## src/rtl/thread_pc_controller.sv

```systemverilog
// thread_pc_controller: per-thread program counter sequencer for a barrel-style
// round-robin core. Each cycle it serves the thread in the current slot: it
// OR-reduces the branch-check outputs, applies I/O re-issue, writes the chosen
// next PC back into that thread's entry and issues it to instruction fetch.
//
// Optional feature: define THREAD_PC_CONTROLLER_HALT_EN to add the
// thread_halt port. A halted slot issues a bubble (pc_valid=0) and leaves
// the thread's state untouched. The thread's first slot after un-halt
// re-issues its held PC.
//
// Ports:
//   clock                  system clock
//   reset                  asynchronous, active-high reset
//   branch_destination_bus per-instance destinations, instance i at [i*PC_WIDTH +: PC_WIDTH]
//   jump_bus               per-instance jump decisions
//   IO_ready               low (or X) = previous instruction annulled, re-issue
//   thread_halt            per-thread halt (HALT_EN builds only)
//   pc / pc_thread / pc_valid  registered issue to instruction fetch
module thread_pc_controller #(
  parameter int unsigned PC_WIDTH          = 10,
  parameter int unsigned THREAD_COUNT      = 8,
  parameter int unsigned THREAD_ADDR_WIDTH = 3,
  parameter int unsigned BRANCH_COUNT      = 4,
  parameter int unsigned INITIAL_THREAD    = 0,
  parameter int unsigned START_PC          = 0
) (
  input  logic                             clock,
  input  logic                             reset,
  input  logic [BRANCH_COUNT*PC_WIDTH-1:0] branch_destination_bus,
  input  logic [BRANCH_COUNT-1:0]          jump_bus,
  input  logic                             IO_ready,
`ifdef THREAD_PC_CONTROLLER_HALT_EN
  input  logic [THREAD_COUNT-1:0]          thread_halt,
`endif
  output logic [PC_WIDTH-1:0]              pc,
  output logic [THREAD_ADDR_WIDTH-1:0]     pc_thread,
  output logic                             pc_valid
);

  localparam logic [PC_WIDTH-1:0]          START_PC_V = PC_WIDTH'(START_PC);
  localparam logic [THREAD_ADDR_WIDTH-1:0] INIT_SLOT  = THREAD_ADDR_WIDTH'(INITIAL_THREAD);
  localparam logic [THREAD_ADDR_WIDTH-1:0] LAST_SLOT  = THREAD_ADDR_WIDTH'(THREAD_COUNT - 1);

  logic [THREAD_ADDR_WIDTH-1:0] slot_q, slot_d;
  logic [PC_WIDTH-1:0]          pc_mem_q [THREAD_COUNT];
  logic [THREAD_COUNT-1:0]      started_q;
  logic [PC_WIDTH-1:0]          pc_q, pc_d;
  logic [THREAD_ADDR_WIDTH-1:0] pc_thread_q;
  logic                         pc_valid_q, pc_valid_d;
  logic                         mem_we;
  logic                         jump_any;
  logic [PC_WIDTH-1:0]          dest_any;
  logic [PC_WIDTH-1:0]          cur_pc;
`ifdef THREAD_PC_CONTROLLER_HALT_EN
  logic [THREAD_COUNT-1:0]      resume_q, resume_d;
`endif

  // Free-running round-robin slot counter.
  always_comb begin
    slot_d = (slot_q == LAST_SLOT) ? '0 : slot_q + THREAD_ADDR_WIDTH'(1);
  end

  // Branch reduction: non-jumping instances drive zero, so a plain OR suffices.
  always_comb begin
    jump_any = |jump_bus;
    dest_any = '0;
    for (int unsigned i = 0; i < BRANCH_COUNT; i++) begin
      dest_any = dest_any | branch_destination_bus[i*PC_WIDTH +: PC_WIDTH];
    end
  end

  // Next-PC selection for the thread in the current slot.
  always_comb begin
    cur_pc     = pc_mem_q[slot_q];
    pc_d       = cur_pc;
    pc_valid_d = 1'b1;
    mem_we     = 1'b1;
`ifdef THREAD_PC_CONTROLLER_HALT_EN
    resume_d = resume_q;
    if (thread_halt[slot_q]) begin
      // Bubble: hold state, remember to re-issue the held PC on un-halt.
      pc_valid_d       = 1'b0;
      mem_we           = 1'b0;
      resume_d[slot_q] = 1'b1;
    end else begin
      resume_d[slot_q] = 1'b0;
      if (!started_q[slot_q]) begin
        pc_d = START_PC_V;
      end else if (resume_q[slot_q]) begin
        pc_d = cur_pc;
      end else if (IO_ready) begin
        pc_d = jump_any ? dest_any : cur_pc + PC_WIDTH'(1);
      end else begin
        pc_d = cur_pc;
      end
    end
`else
    if (!started_q[slot_q]) begin
      pc_d = START_PC_V;
    end else if (IO_ready) begin
      // Written as a positive test so an X on IO_ready falls to re-issue.
      pc_d = jump_any ? dest_any : cur_pc + PC_WIDTH'(1);
    end else begin
      pc_d = cur_pc;
    end
`endif
  end

  // State and issue registers.
  always_ff @(posedge clock or posedge reset) begin
    if (reset) begin
      slot_q      <= INIT_SLOT;
      started_q   <= '0;
      pc_q        <= '0;
      pc_thread_q <= '0;
      pc_valid_q  <= 1'b0;
      for (int unsigned t = 0; t < THREAD_COUNT; t++) begin
        pc_mem_q[t] <= START_PC_V;
      end
`ifdef THREAD_PC_CONTROLLER_HALT_EN
      resume_q <= '0;
`endif
    end else begin
      slot_q      <= slot_d;
      pc_q        <= pc_d;
      pc_thread_q <= slot_q;
      pc_valid_q  <= pc_valid_d;
      if (mem_we) begin
        pc_mem_q[slot_q]  <= pc_d;
        started_q[slot_q] <= 1'b1;
      end
`ifdef THREAD_PC_CONTROLLER_HALT_EN
      resume_q <= resume_d;
`endif
    end
  end

  assign pc        = pc_q;
  assign pc_thread = pc_thread_q;
  assign pc_valid  = pc_valid_q;

endmodule
```

## config.mk

```make
export PLATFORM = sky130hd
export DESIGN_NAME = thread_pc_controller
export DESIGN_NICKNAME = d
export VERILOG_FILES = /design/src/rtl/thread_pc_controller.sv
export SDC_FILE = /design/constraint.sdc
export NUM_CORES = 1
export LEC_CHECK = 0
export CORE_ASPECT_RATIO = 1.5
export CORE_MARGIN = 5
export CORE_UTILIZATION = 60
export DETAILED_ROUTE_END_ITERATION = 10
export PLACE_DENSITY = 0.86
export SLEW_MARGIN = 0
export SYNTH_ARGS = -nofsm -noshare
export SYNTH_HDL_FRONTEND = slang
export SYNTH_SLANG_ARGS = --single-unit
```

## constraint.sdc

```tcl
create_clock -name clock -period 5.8 [get_ports clock]
set_clock_uncertainty 0.15 [all_clocks]
set_input_delay 1.16 -clock clock [delete_from_list [all_inputs] [get_ports clock]]
set_output_delay 1.16 -clock clock [all_outputs]
set_load 0.005 [all_outputs]
```

==> results of run 1 <==
## where the power goes
| group | total [mW] | switching (mW) | internal, mW | leakage, nW |
|---|---|---|---|---|
| clock network | 0.578 | 0.283 | 0.295 | 0.130 |
| logic | 0.178 | 0.0892 | 0.0888 | 1.23 |
| registers | 0.808 | 0.0265 | 0.782 | 1.06 |
| total | 1.56 | 0.399 | 1.17 | 2.42 |
## area by class of cell
| cell class | instances | area, µm² | area share (%) |
|---|---|---|---|
| sequential | 105 | 2630 | 44.4 |
| multi-input combinational | 329 | 2190 | 37.0 |
| timing repair buffer | 68 | 661 | 11.2 |
| clock buffer | 9 | 225 | 3.80 |
| tap | 105 | 131 | 2.22 |
| clock inverter | 7 | 56.3 | 0.951 |
| inverter | 7 | 28.8 | 0.486 |
## kinds of logic after synthesis
group                    after synthesis  synth area share [%]
multiplexers                          30                  10.4
adder cells (fa/ha/maj)                3                 0.752
buffers and inverters                 35                  3.58
AND/OR/NAND/NOR                      175                  17.0
other                                  1                0.0751
flip-flops                           105                  52.6
AO/OA/AOI/OAI                        120                  15.5
## layer usage
metal / track usage (%) / routed length [µm] / vias to the layer above
met5: 0 / 0 / -
met4: 12.7 / 467 / 0
met3: 5.75 / 1140 / 37
met2: 43.1 / 6650 / 226
met1: 33.6 / 4790 / 1984
li1: - / - / 1794
## state kept, by name (all words and copies together) (netlist names)
name	flops
pc	10
pc_mem_q	80
pc_thread	3
pc_valid	1
slot_q	3
started_q	8
## through the flow
stage	instance area, µm²	std cells	setup WS (ps)	utilization (%)
floorplan	4990	469	1730	-
global placement	5640	614	2190	70.0
detailed placement	5640	614	2110	70.0
CTS	5920	630	2100	73.5
global route	5920	630	1840	73.5
finish	5920	630	2050	73.5
## worst max-delay path, cell delays in order, from the launching register on
cell and delay (ps):
dfrtp_1 1030, buf_4 440, mux4_2 540, mux2_4 310, and4_4 180, and4b_1 210, a211oi_2 510, o21ai_0 210
## how the worst max path moves through the flow
stage / start / end / depth (start not counted)
finish: slot_q[1] / pc_mem_q[75] / 7
global route: slot_q[1] / pc_mem_q[65] / 7
CTS: slot_q[1] / pc_mem_q[75] / 7
detailed placement: slot_q[1] / pc_mem_q[75] / 7
global placement: jump_bus[1] / pc_mem_q[15] / 6
floorplan: reset / pc[0] / 1
## cell usage in the layout (no fill, tap or decap), types with 3 or more instances in the layout
cell type,count
a21oi_1,7
or2_2,5
ha_1,3
mux4_1,4
or4_1,5
o21ai_1,6
o31ai_2,4
clkdlybuf4s50_1,60
nor2b_1,3
nor2_1,13
nand3b_1,6
dfrtp_1,105
mux4_2,11
and3_1,3
clkbuf_16,9
mux2_2,11
a311o_1,3
nand3_1,16
mux2i_1,3
buf_4,8
inv_1,6
nand2_1,92
o41ai_1,3
nand2b_1,11
o21ai_0,71
clkinvlp_4,3
nor4_1,6
o31ai_1,9
==> flow_metrics.py, run 1 <==
metrics = {
    "outcome": {
        "outcome": "finished clean",
    },
    "synthesis": {
        "async_flop_share_pct": 100,
        "yosys.area.top_type": "dfrtp_1",
        "syn_area_um2": 4990,
        "syn_nets": 519,
        "syn_inst": 469,
        "synth_edf_count": 0,
        "synth_top_cell_area_share_pct": 52.6,
        "synth.area.top_cells": "dfrtp_1 (53%), o21ai_0 (7.1%), nand2_1 (6.9%)",
        "ys_seq_area_share_pct": 52.6,
        "synth_top_flop_cell": "dfrtp_1",
        "ys_types": 57,
        "yosysMostFrequentCell": "dfrtp_1",
        "synth_seq_cells": 105,
        "syn_area_per_cell_um2": 10.6,
        "synth_warnings": 0,
        "ys_top_cells_by_count": "dfrtp_1 (105), nand2_1 (92), o21ai_0 (71), clkbuf_1 (16), nand3_1 (16)",
    },
    "hold_path": {
        "hold_depth": 1,
        "hold_class": "reg -> reg",
        "whs_endpoint": "started_q[6]",
        "min_from": "started_q[6]",
    },
    "cts": {
        "cts_setup_buffers": 0,
        "cts.clk_slew.worst_paths_ps": 70,
        "h-tree-depth": 3,
        "ctsResizeCount": 0,
        "clk_path_buf_depth": 2,
        "cts_hold_buffers": 0,
        "cts.sink_count": 105,
        "clock_latency_ps": 350,
        "numCtsBuffers": 9,
        "cts-root-buf": "clkbuf_16",
        "cts_tree": "done",
    },
    "layout": {
        "drive_above_1_share_pct": 12.8,
        "area_growth_pct": 18.6,
        "antennaDiodeCount": 0,
        "final_nets": 570,
        "fill_cells": 529,
    },
    "timing": {
        "slew_headroom_pct": 31.1,
        "maxSlewViolCount": 0,
        "setup_tns_ps": 0,
        "post-route-period-util_pct": 64.7,
        "setup_violations": 0,
        "max_freq_mhz": 266,
        "period_needed_ps": 3750,
        "worstMarginPinSlew_ps": 1030,
        "holdWs_ps": 315,
        "rsz0062_at_grt": "no",
        "hold_violations": 0,
    },
    "placement": {
        "dp_hpwl_um": 8770,
        "io_buffer_count": 60,
        "gp_congestion": 0.873,
    },
    "setup_path": {
        "worst_ep_required_time_ps": 5850,
        "cp.arrival_ps": 3810,
        "path_class": "reg -> reg",
        "endpoint_kind": "flop",
        "worstPathMaxFanout": 26,
        "reg2reg_slack_ps": 2050,
        "worstSetupStartpointType": "flop",
        "timing.rr.start": "slot_q[1]",
        "r2r_end": "pc_mem_q[75]",
        "reg2reg_depth": 7,
    },
    "route": {
        "ant_nets": 0,
        "wl_um": 13000,
        "vias_per_cell": 6.41,
        "vias": 4041,
        "drtPass1Iterations": 5,
        "drcViolationCount": 0,
        "drt-initial-drc-count": 326,
        "wl_per_cell_um": 20.7,
    },
    "floorplan": {
        "initial_core_util_pct": 62.0,
        "std_cell_rows": 40,
        "dieHeight_um": 122,
        "die_width_um": 84.5,
        "dieArea_um2": 10300,
        "io_pins": 61,
        "core_um2": 8060,
    },
    "pwr": {
        "powerDensity_nw_per_um2": 264,
        "peakVddDrop_v": 0.000209,
        "p_leak_nw": 2.42,
        "p_total_mw": 1.56,
    },
    "global_routing": {
        "grt_pass1_wl_um": 21100,
        "grt_antenna_before_repair": 0,
        "gr-total-overflow": 0,
        "grt_max_degree": 67,
        "grt_pass1_vias": 4058,
        "grt.total_usage_pct": 26.4,
    },
    "run": {
        "drv_cap": 0,
    },
}
No activity file was read; power rests on OpenSTA's default activity.
==> run 2: changes to the inputs <==
--- a/config.mk
+++ b/config.mk
@@ -7,9 +7,9 @@
 export LEC_CHECK = 0
 export CORE_ASPECT_RATIO = 1.5
 export CORE_MARGIN = 5
-export CORE_UTILIZATION = 60
+export CORE_UTILIZATION = 50
 export DETAILED_ROUTE_END_ITERATION = 10
-export PLACE_DENSITY = 0.86
+export PLACE_DENSITY = 0.77
 export SLEW_MARGIN = 0
 export SYNTH_ARGS = -nofsm -noshare
 export SYNTH_HDL_FRONTEND = slang
==> constraint.sdc (replaced) <==
create_clock -name clock -period 3.4 [get_ports clock]
set_clock_uncertainty 0.15 [all_clocks]
set_input_delay 0.68 -clock clock [delete_from_list [all_inputs] [get_ports clock]]
set_output_delay 0.68 -clock clock [all_outputs]
set_load 0.005 [all_outputs]
==> flow_metrics.py, run 2 (synthesis gave the netlist of run 1 again) <==
metrics = {
    "timing": {
        "hold_violations": 0,
        "post-route-period-util_pct": 92.3,
        "max_freq_mhz": 319,
        "worstMarginPinSlew_ps": 748,
        "setup_violations": 0,
        "maxSlewViolCount": 0,
        "setup_tns_ps": 0,
        "rsz0062_at_grt": "no",
        "period_needed_ps": 3140,
        "slew_headroom_pct": 50.0,
    },
    "setup_path": {
        "path_class": "reg -> reg",
        "worstPathMaxFanout": 39,
        "endpoint_kind": "flop",
        "cp.arrival_ps": 3240,
        "worstSetupStartpointType": "flop",
        "worst_ep_required_time_ps": 3500,
    },
    "route": {
        "drcViolationCount": 0,
        "drt-initial-drc-count": 308,
        "wl_um": 13500,
        "vias": 4003,
        "wl_per_cell_um": 20.8,
        "vias_per_cell": 6.18,
        "ant_nets": 0,
        "drtPass1Iterations": 5,
    },
    "layout": {
        "drive_above_1_share_pct": 14.1,
        "largest_reg_flops": 80,
        "ff_latch_area_um2": 2630,
        "antennaDiodeCount": 0,
        "layout_commonest_cell": "dfrtp_1",
        "final_nets": 579,
        "fill_cells": 789,
        "layout_common_cells": "dfrtp_1 (105), nand2_1 (92), o21ai_0 (71), clkdlybuf4s50_1 (60), nand3_1 (16)",
        "final_area_um2": 6100,
        "top_register": "pc_mem_q",
        "area_growth_pct": 22.1,
        "multi_input_area_um2": 2190,
    },
    "cts": {
        "clock_latency_ps": 350,
        "cts_tree": "done",
        "cts-root-buf": "clkbuf_16",
        "clk_path_buf_depth": 2,
        "ctsResizeCount": 0,
        "cts.clk_slew.worst_paths_ps": 70,
        "numCtsBuffers": 9,
        "cts_hold_buffers": 0,
        "h-tree-depth": 3,
        "cts.sink_count": 105,
        "cts_setup_buffers": 0,
    },
    "placement": {
        "dpl-instance-area_um2": 5760,
        "dp_hpwl_um": 9090,
        "io_buffer_count": 60,
        "gp_congestion": 0.874,
    },
    "floorplan": {
        "std_cell_rows": 44,
        "dieArea_um2": 12100,
        "io_pins": 61,
        "dieHeight_um": 132,
        "die_width_um": 91.6,
        "initial_core_util_pct": 51.2,
        "core_um2": 9740,
    },
    "global_routing": {
        "grt_pass1_vias": 4256,
        "gr-total-overflow": 0,
        "grt_pass1_wl_um": 22000,
        "grt_max_degree": 106,
        "grt.total_usage_pct": 23.3,
        "grt_antenna_before_repair": 0,
    },
    "pwr": {
        "p_seq_share_pct": 47.9,
        "p_leak_nw": 2.50,
        "power_switching_share_pct": 23.2,
        "power.share.clock_pct": 41.3,
        "switching_power_uw": 666,
        "combPwrFrac_pct": 10.8,
        "peakVddDrop_v": 0.000455,
        "p_int_mw": 2.21,
        "powerDensity_nw_per_um2": 472,
    },
    "hold_path": {
        "hold_class": "reg -> reg",
    },
    "run": {
        "drv_cap": 0,
    },
    "outcome": {
        "outcome": "finished clean",
    },
}
run 2: cell types whose count changed in the layout (fill, tap and decap cells not counted):
cell,change
clkinv_4,-2
clkinvlp_4,-1
buf_12,+3
inv_8,-1
inv_4,-1
buf_4,+6
bufinv_16,+3
clkinv_2,-1
inv_6,+2
run 2: final cells by class:
class,count,area share (%)
timing repair buffer,77,12.6
inverter,7,0.492
sequential,105,43.1
clock inverter,6,1.89
multi-input combinational,329,35.9
tap,115,2.36
clock buffer,9,3.69
run 2: power by group through the flow:
stage / sequential [mW] / clock (mW) / combinational (mW)
2_1_floorplan: 1.39 / 0 / 0.180
3_3_place_gp: 1.39 / 0 / 0.300
3_5_place_dp: 1.40 / 0 / 0.311
4_1_cts: 1.38 / 1.20 / 0.313
5_1_grt: 1.39 / 1.25 / 0.347
6_report: 1.38 / 1.19 / 0.311
run 2: final timing paths:
check	startpoint	endpoint	slack [ps]	depth (start not counted)
min reg2reg	started_q[5]	started_q[5]	310	1
max reg2reg	slot_q[1]	pc_mem_q[77]	260	7
max in group asynchronous	reset	pc_mem_q[10]	1990	3
min	started_q[5]	started_q[5]	310	1
min in group asynchronous	reset	pc_mem_q[11]	670	3
max	slot_q[1]	pc_mem_q[77]	260	7
run 2: critical path, stage by stage (launching register included):
cell and delay, ps:
dfrtp_1 660, buf_12 290, mux4_2 540, mux2i_1 350, a31oi_2 150, and3_4 250
a211o_4 390, o31ai_2 240
run 2: metrics by stage:
step	cells	worst slack [ps]	hold slack (ps)	power, mW	utilization (%)
after floorplan	469	788	225	1.57	-
after global placement	633	276	295	1.69	59.1
after detailed placement	633	220	304	1.71	59.1
after CTS	648	282	321	2.89	62.6
after global routing	648	86.4	348	2.98	62.6
final	648	260	315	2.88	62.6
run 2: metal layers:
layer / track usage [%] / up-vias / wire, µm
met3: 4.97 / 34 / 820
met5: 0 / - / 0
met1: 28.2 / 2007 / 5170
li1: - / 1807 / -
met4: 9.48 / 0 / 379
met2: 39.9 / 155 / 7100
